--- src/rtl/operand_fetch.sv ---
// Operand-read sequencer: time-multiplexes a single combinational register-file read port
// to fetch rs1 and optionally rs2, forwarding same-cycle writebacks, then hands both to execute.
module operand_fetch #(
    parameter int DATA_WIDTH = 32,
    parameter int ADDR_WIDTH = 5
) (
    input  logic                  clk,
    input  logic                  rst,
    input  logic                  in_valid,
    output logic                  in_ready,
    input  logic [ADDR_WIDTH-1:0] in_rs1,
    input  logic [ADDR_WIDTH-1:0] in_rs2,
    input  logic                  in_need_rs2,
    output logic [ADDR_WIDTH-1:0] rf_raddr,
    input  logic [DATA_WIDTH-1:0] rf_rdata,
    input  logic                  wb_valid,
    input  logic [ADDR_WIDTH-1:0] wb_addr,
    input  logic [DATA_WIDTH-1:0] wb_data,
    output logic                  out_valid,
    input  logic                  out_ready,
    output logic [DATA_WIDTH-1:0] out_op1,
    output logic [DATA_WIDTH-1:0] out_op2
);

    typedef enum logic [1:0] {IDLE, RD1, RD2, DONE} state_t;

    state_t                state, state_nxt;
    logic [ADDR_WIDTH-1:0] rs1_q, rs2_q;
    logic                  need_q;
    logic                  accept;
    logic                  wb_live;
    logic [DATA_WIDTH-1:0] fwd_rs1, fwd_rs2;
    logic                  hold_hit1, hold_hit2;

    assign in_ready = (state == IDLE) && !rst;
    assign accept   = in_valid && in_ready;

    // Writes to x0 never land, so they must never be forwarded or tracked.
    assign wb_live  = wb_valid && (wb_addr != '0);

    // The read port already addresses the operand being captured, so rf_rdata is
    // the stored value; a same-cycle writeback supersedes it.
    always_comb begin
        fwd_rs1 = rf_rdata;
        if (rs1_q == '0)
            fwd_rs1 = '0;
        else if (wb_live && (wb_addr == rs1_q))
            fwd_rs1 = wb_data;

        fwd_rs2 = rf_rdata;
        if (rs2_q == '0)
            fwd_rs2 = '0;
        else if (wb_live && (wb_addr == rs2_q))
            fwd_rs2 = wb_data;
    end

    assign hold_hit1 = wb_live && (wb_addr == rs1_q);
    assign hold_hit2 = wb_live && need_q && (wb_addr == rs2_q);

    always_ff @(posedge clk or posedge rst) begin
        if (rst)
            state <= IDLE;
        else
            state <= state_nxt;
    end

    always_comb begin
        state_nxt = state;
        case (state)
            IDLE: if (accept)    state_nxt = RD1;
            RD1:  state_nxt = need_q ? RD2 : DONE;
            RD2:  state_nxt = DONE;
            DONE: if (out_ready) state_nxt = IDLE;
            default: state_nxt = IDLE;
        endcase
    end

    always_ff @(posedge clk or posedge rst) begin
        if (rst) begin
            rs1_q     <= '0;
            rs2_q     <= '0;
            need_q    <= 1'b0;
            rf_raddr  <= '0;
            out_valid <= 1'b0;
            out_op1   <= '0;
            out_op2   <= '0;
        end else begin
            case (state)
                IDLE: begin
                    if (accept) begin
                        rs1_q    <= in_rs1;
                        rs2_q    <= in_rs2;
                        need_q   <= in_need_rs2;
                        rf_raddr <= in_rs1;
                    end
                end
                RD1: begin
                    out_op1 <= fwd_rs1;
                    if (need_q) begin
                        rf_raddr <= rs2_q;
                    end else begin
                        out_op2   <= '0;
                        out_valid <= 1'b1;
                    end
                end
                RD2: begin
                    out_op2   <= fwd_rs2;
                    out_valid <= 1'b1;
                    rf_raddr  <= '0;
                end
                DONE: begin
                    // Consumption takes priority: execute has already sampled the held value.
                    if (out_ready) begin
                        out_valid <= 1'b0;
                    end else begin
                        if (hold_hit1) out_op1 <= wb_data;
                        if (hold_hit2) out_op2 <= wb_data;
                    end
                end
                default: out_valid <= 1'b0;
            endcase
        end
    end

endmodule

--- config.mk ---
export PLATFORM = sky130hd
export DESIGN_NAME = operand_fetch
export DESIGN_NICKNAME = d
export VERILOG_FILES = /design/src/rtl/operand_fetch.sv
export SDC_FILE = /design/constraint.sdc
export NUM_CORES = 1
export LEC_CHECK = 0
export ABC_CLOCK_PERIOD_IN_PS = 5360
export BUFFER_PORTS_ARGS = -buffer_cell sky130_fd_sc_hd__buf_2
export CORE_MARGIN = 5
export CORE_UTILIZATION = 35
export DETAILED_ROUTE_END_ITERATION = 7
export PLACE_DENSITY = 0.64
export SLEW_MARGIN = 10
export SYNTH_ARGS = -nofsm -noshare
export SYNTH_HDL_FRONTEND = slang
export SYNTH_SLANG_ARGS = --single-unit
--- constraint.sdc ---
create_clock -name clk -period 5.36 [get_ports clk]
set_input_delay 0.804 -clock clk [delete_from_list [all_inputs] [get_ports clk]]
set_output_delay 0.804 -clock clk [all_outputs]
set_load 0.01 [all_outputs]
==> results by group <==
Floorplanning
  • I/O pin count: ~160
  • Die Width: 125.4 µm
  • DIE HEIGHT: 125.4 µm
  • CORE AREA: 13,140 µm²
  • FP Rows: 42
  • Starting Density: 0.3547
  • Die Area: 15,720 µm²

Synthesis
  • Syn Inst Count: 507
  • Avg Inst Size Synth: slightly above 9 µm²
  • Number of synthesized register bits: 83
  • Synth cell types: 41
  • Async SR Flop Fraction: 1.000
  • Register area share after synthesis: 0.4458
  • Yosys synthesis warning count: 0
  • Area leader, netlist: dfrtp_1
  • Area contributors post-synth: dfrtp_1 (45%), a21oi_1 (7.6%), o22a_1 (6.0%), nand2_1 (5.2%), a22oi_1 (5.2%)
  • Post-synthesis cell area: 4659 µm²
  • Main synth FF type: dfrtp_1
  • Syn Nets: roughly 600
  • Area share of the largest cell type after synthesis: 0.4458
  • Post-synth EDFFs: 0

STA
  • Fin. max-slew vios: 0
  • Slew @ Worst Pin: 1.260 ns
  • RSZ-0062 raised after global routing: false
  • Final Hold Vio Count: 0
  • Final-report setup violation count: 0
  • Rel. slew slack: 0.1598
  • Fin crit share: 0.5453
  • Clock Skew: 0.004519 ns
  • Max frequency: 0.3421 GHz
  • Setup TNS: 0 ns
  • Crit path time final: 2.923 ns

Detailed routing
  • Via density per instance: 5.568
  • Starting DRT DRC Count: 450
  • DR WL/cell: 18.38 µm
  • First-pass DRT Iterations: 5
  • Vias: around 4,500
  • Final wirelength: 14.95 mm
  • DRC viols: 0
  • Final ANT Viol Nets: 0

Worst setup path
  • R2R Path Start: state[0]
  • Crit. End Element: flop
  • Startpoint types: flop
  • Critical path origin: state[0]
  • Register-to-Register Path Depth: 6
  • Required @ worst endpoint: 5.62 ns
  • Worst path cell trace: ha_2 > nand2b_1 > nor3_1 > a41o_2 > nor2_1 > a21oi_1
  • Worst r2r dst: out_op2[22]
  • Max FO, Critical Path: 64
  • Critical Path End: out_op2[22]
  • Peak per-stage delay on the critical path: 0.91 ns
  • Critical path's slowest cell: a41o_2
  • Critical path type: reg2reg
  • WP data arrival: approximately 3.2 ns
  • Setup slack, reg-to-reg: 2.44 ns

GRT
  • Vias in the first global route: 4,403
  • Initial antenna violation count: 3
  • First-pass GRT wire length: 23.83 mm
  • Total grt overflow: 0
  • Largest net degree at the start of global routing: 84
  • GRT Total Usage: 0.1851

Power and ir drop
  • Sw frac: 0.4401
  • Flop pwr share: 0.295
  • Pwr Density: 683.5 nW/µm²
  • Static Leak: between 2 and 2.5 nW
  • Combinational Power Share: 0.536
  • Peak VDD IR: about 0.00037 V
  • P_int: 0.002229 W
  • Clock power share: 0.169
  • Net Sw Power: about 0.0018 W

CTS
  • CTS Hold Bufs: 0
  • Clock sink total: 83
  • CTS tree: built
  • CTS resizes: 0
  • Max Buffers Root-to-Sink: 2
  • Clock root buffer: clkbuf_16
  • Number of post-CTS setup repair buffers: 0
  • CTS Buf Count: 9
  • Worst skew pair latency: around 0.34 ns
  • H-tree depth: 3
  • Clk pin slew, worst setup/hold paths: roughly 0.06 ns

Placed design
  • Final Wtd Congestion: about 0.85
  • Hpwl dp: 10.19 mm
  • PortBufs: 155

Finish
  • Layout cell share with drive strength beyond 1: 0.3129
  • Fin nets: approximately 720
  • Area grow syn2layout: 25.00%
  • Util after Layout: 0.4433
  • Most frequent cells in the layout: buf_2 (155), dfrtp_1 (83), a21oi_1 (71)
  • Most common cell after layout, fill and taps aside: buf_2

Status
  • Status: complete, no violations

Min path
  • Hold Crit Class: reg2reg

Job
  • Max-Cap Viols: 0
[power by group through the flow]
stage	combinational, W	sequential (W)	clock (W)
floorplan	0.00142	0.00128	0
global placement	0.00206	0.00118	0
detailed placement	0.00212	0.00119	0
CTS	0.00213	0.00118	0.000689
global route	0.00237	0.00122	0.000721
finish	0.00213	0.00118	0.000672
[flip-flops by register name, summed over array words and instances (netlist names)]
register and flops:
rs1_q 5, rf_raddr 5, out_valid 1, need_q 1
state 2, out_op2 32, out_op1 32, rs2_q 5
[worst min-delay path by stage]
stage	from	endpoint	slack (ns)	depth (start not counted)
after global placement	out_op1[5]	out_op1[5]	0.49	1
after global routing	out_op1[20]	out_op1[20]	0.53	1
after floorplan	need_q	need_q	0.50	1
after detailed placement	out_op1[2]	out_op1[2]	0.50	1
after CTS	out_op1[2]	out_op1[2]	0.51	1
final	out_op1[2]	out_op1[2]	0.51	1
[Yosys cell counts, types with 2 or more instances]
master / count
a211oi_1: 2
a21oi_1: 71
a22oi_1: 32
a31oi_1: 6
buf_1: 9
buf_2: 8
buf_6: 8
clkbuf_1: 24
dfrtp_1: 83
ha_1: 4
inv_1: 5
mux2_2: 11
nand2_1: 65
nand2b_1: 2
nand4_1: 31
nor2_1: 41
nor2b_1: 7
nor3_1: 2
o21a_1: 2
o21ai_0: 2
o22a_1: 32
o31ai_1: 32
or4_1: 2
xnor2_1: 5
xor2_1: 5
[kinds of logic after synthesis]
family | after synthesis | share of synthesized area
AOI/OAI and AO/OA | 189 | 0.2852
muxes | 12 | 0.02873
and+or+nand+nor | 154 | 0.1506
adders and majority gates | 4 | 0.01074
DFF | 83 | 0.4458
buffers and inverters | 55 | 0.06015
xor gates and xnor gates | 10 | 0.01880
[per-layer routing]
metal / global-route usage / share of wire / up-vias
met5: 0 / 0.0015 / -
met4: 0.05548 / 0.013 / 4
met3: 0.05629 / 0.082 / 18
met2: 0.2974 / 0.48 / 210
met1: 0.2414 / 0.42 / 2165
li1: - / - / 2130
[layout make-up]
class                   instances  area [µm²]
repair buffers                165       878.3
clock inverters                 2       60.06
well taps                     176       220.2
diodes                          1       2.502
fillers                      1317        7313
flip-flops and latches         83        2077
multi-input cells             369        2310
clock buffers                  12       256.5
inverters                       5       20.02
[metrics by stage]
stage | std cells | worst slack, ns | instance area (µm²) | hold WS [ns] | power (W)
2_1_floorplan | 507 | 2.419 | 4659 | 0.5028 | 0.002700
3_3_place_gp | 796 | 2.255 | 5463 | 0.4909 | 0.003233
3_5_place_dp | 796 | 2.155 | 5463 | 0.4984 | 0.003312
4_1_cts | 810 | 2.441 | 5779 | 0.5114 | 0.003998
5_1_grt | 813 | 2.099 | 5824 | 0.5289 | 0.004306
6_report | 813 | 2.437 | 5824 | 0.5055 | 0.003981
[worst max-delay path: cells and delay by family (launching register included)]
kind,cells,cell delay [ns]
AO/OA/AOI/OAI,2,1.09
adder cells (fa/ha/maj),1,0.79
flip-flops,1,0.40
AND/OR/NAND/NOR,3,0.54
Note: power is estimated with default switching activity, not from simulation.
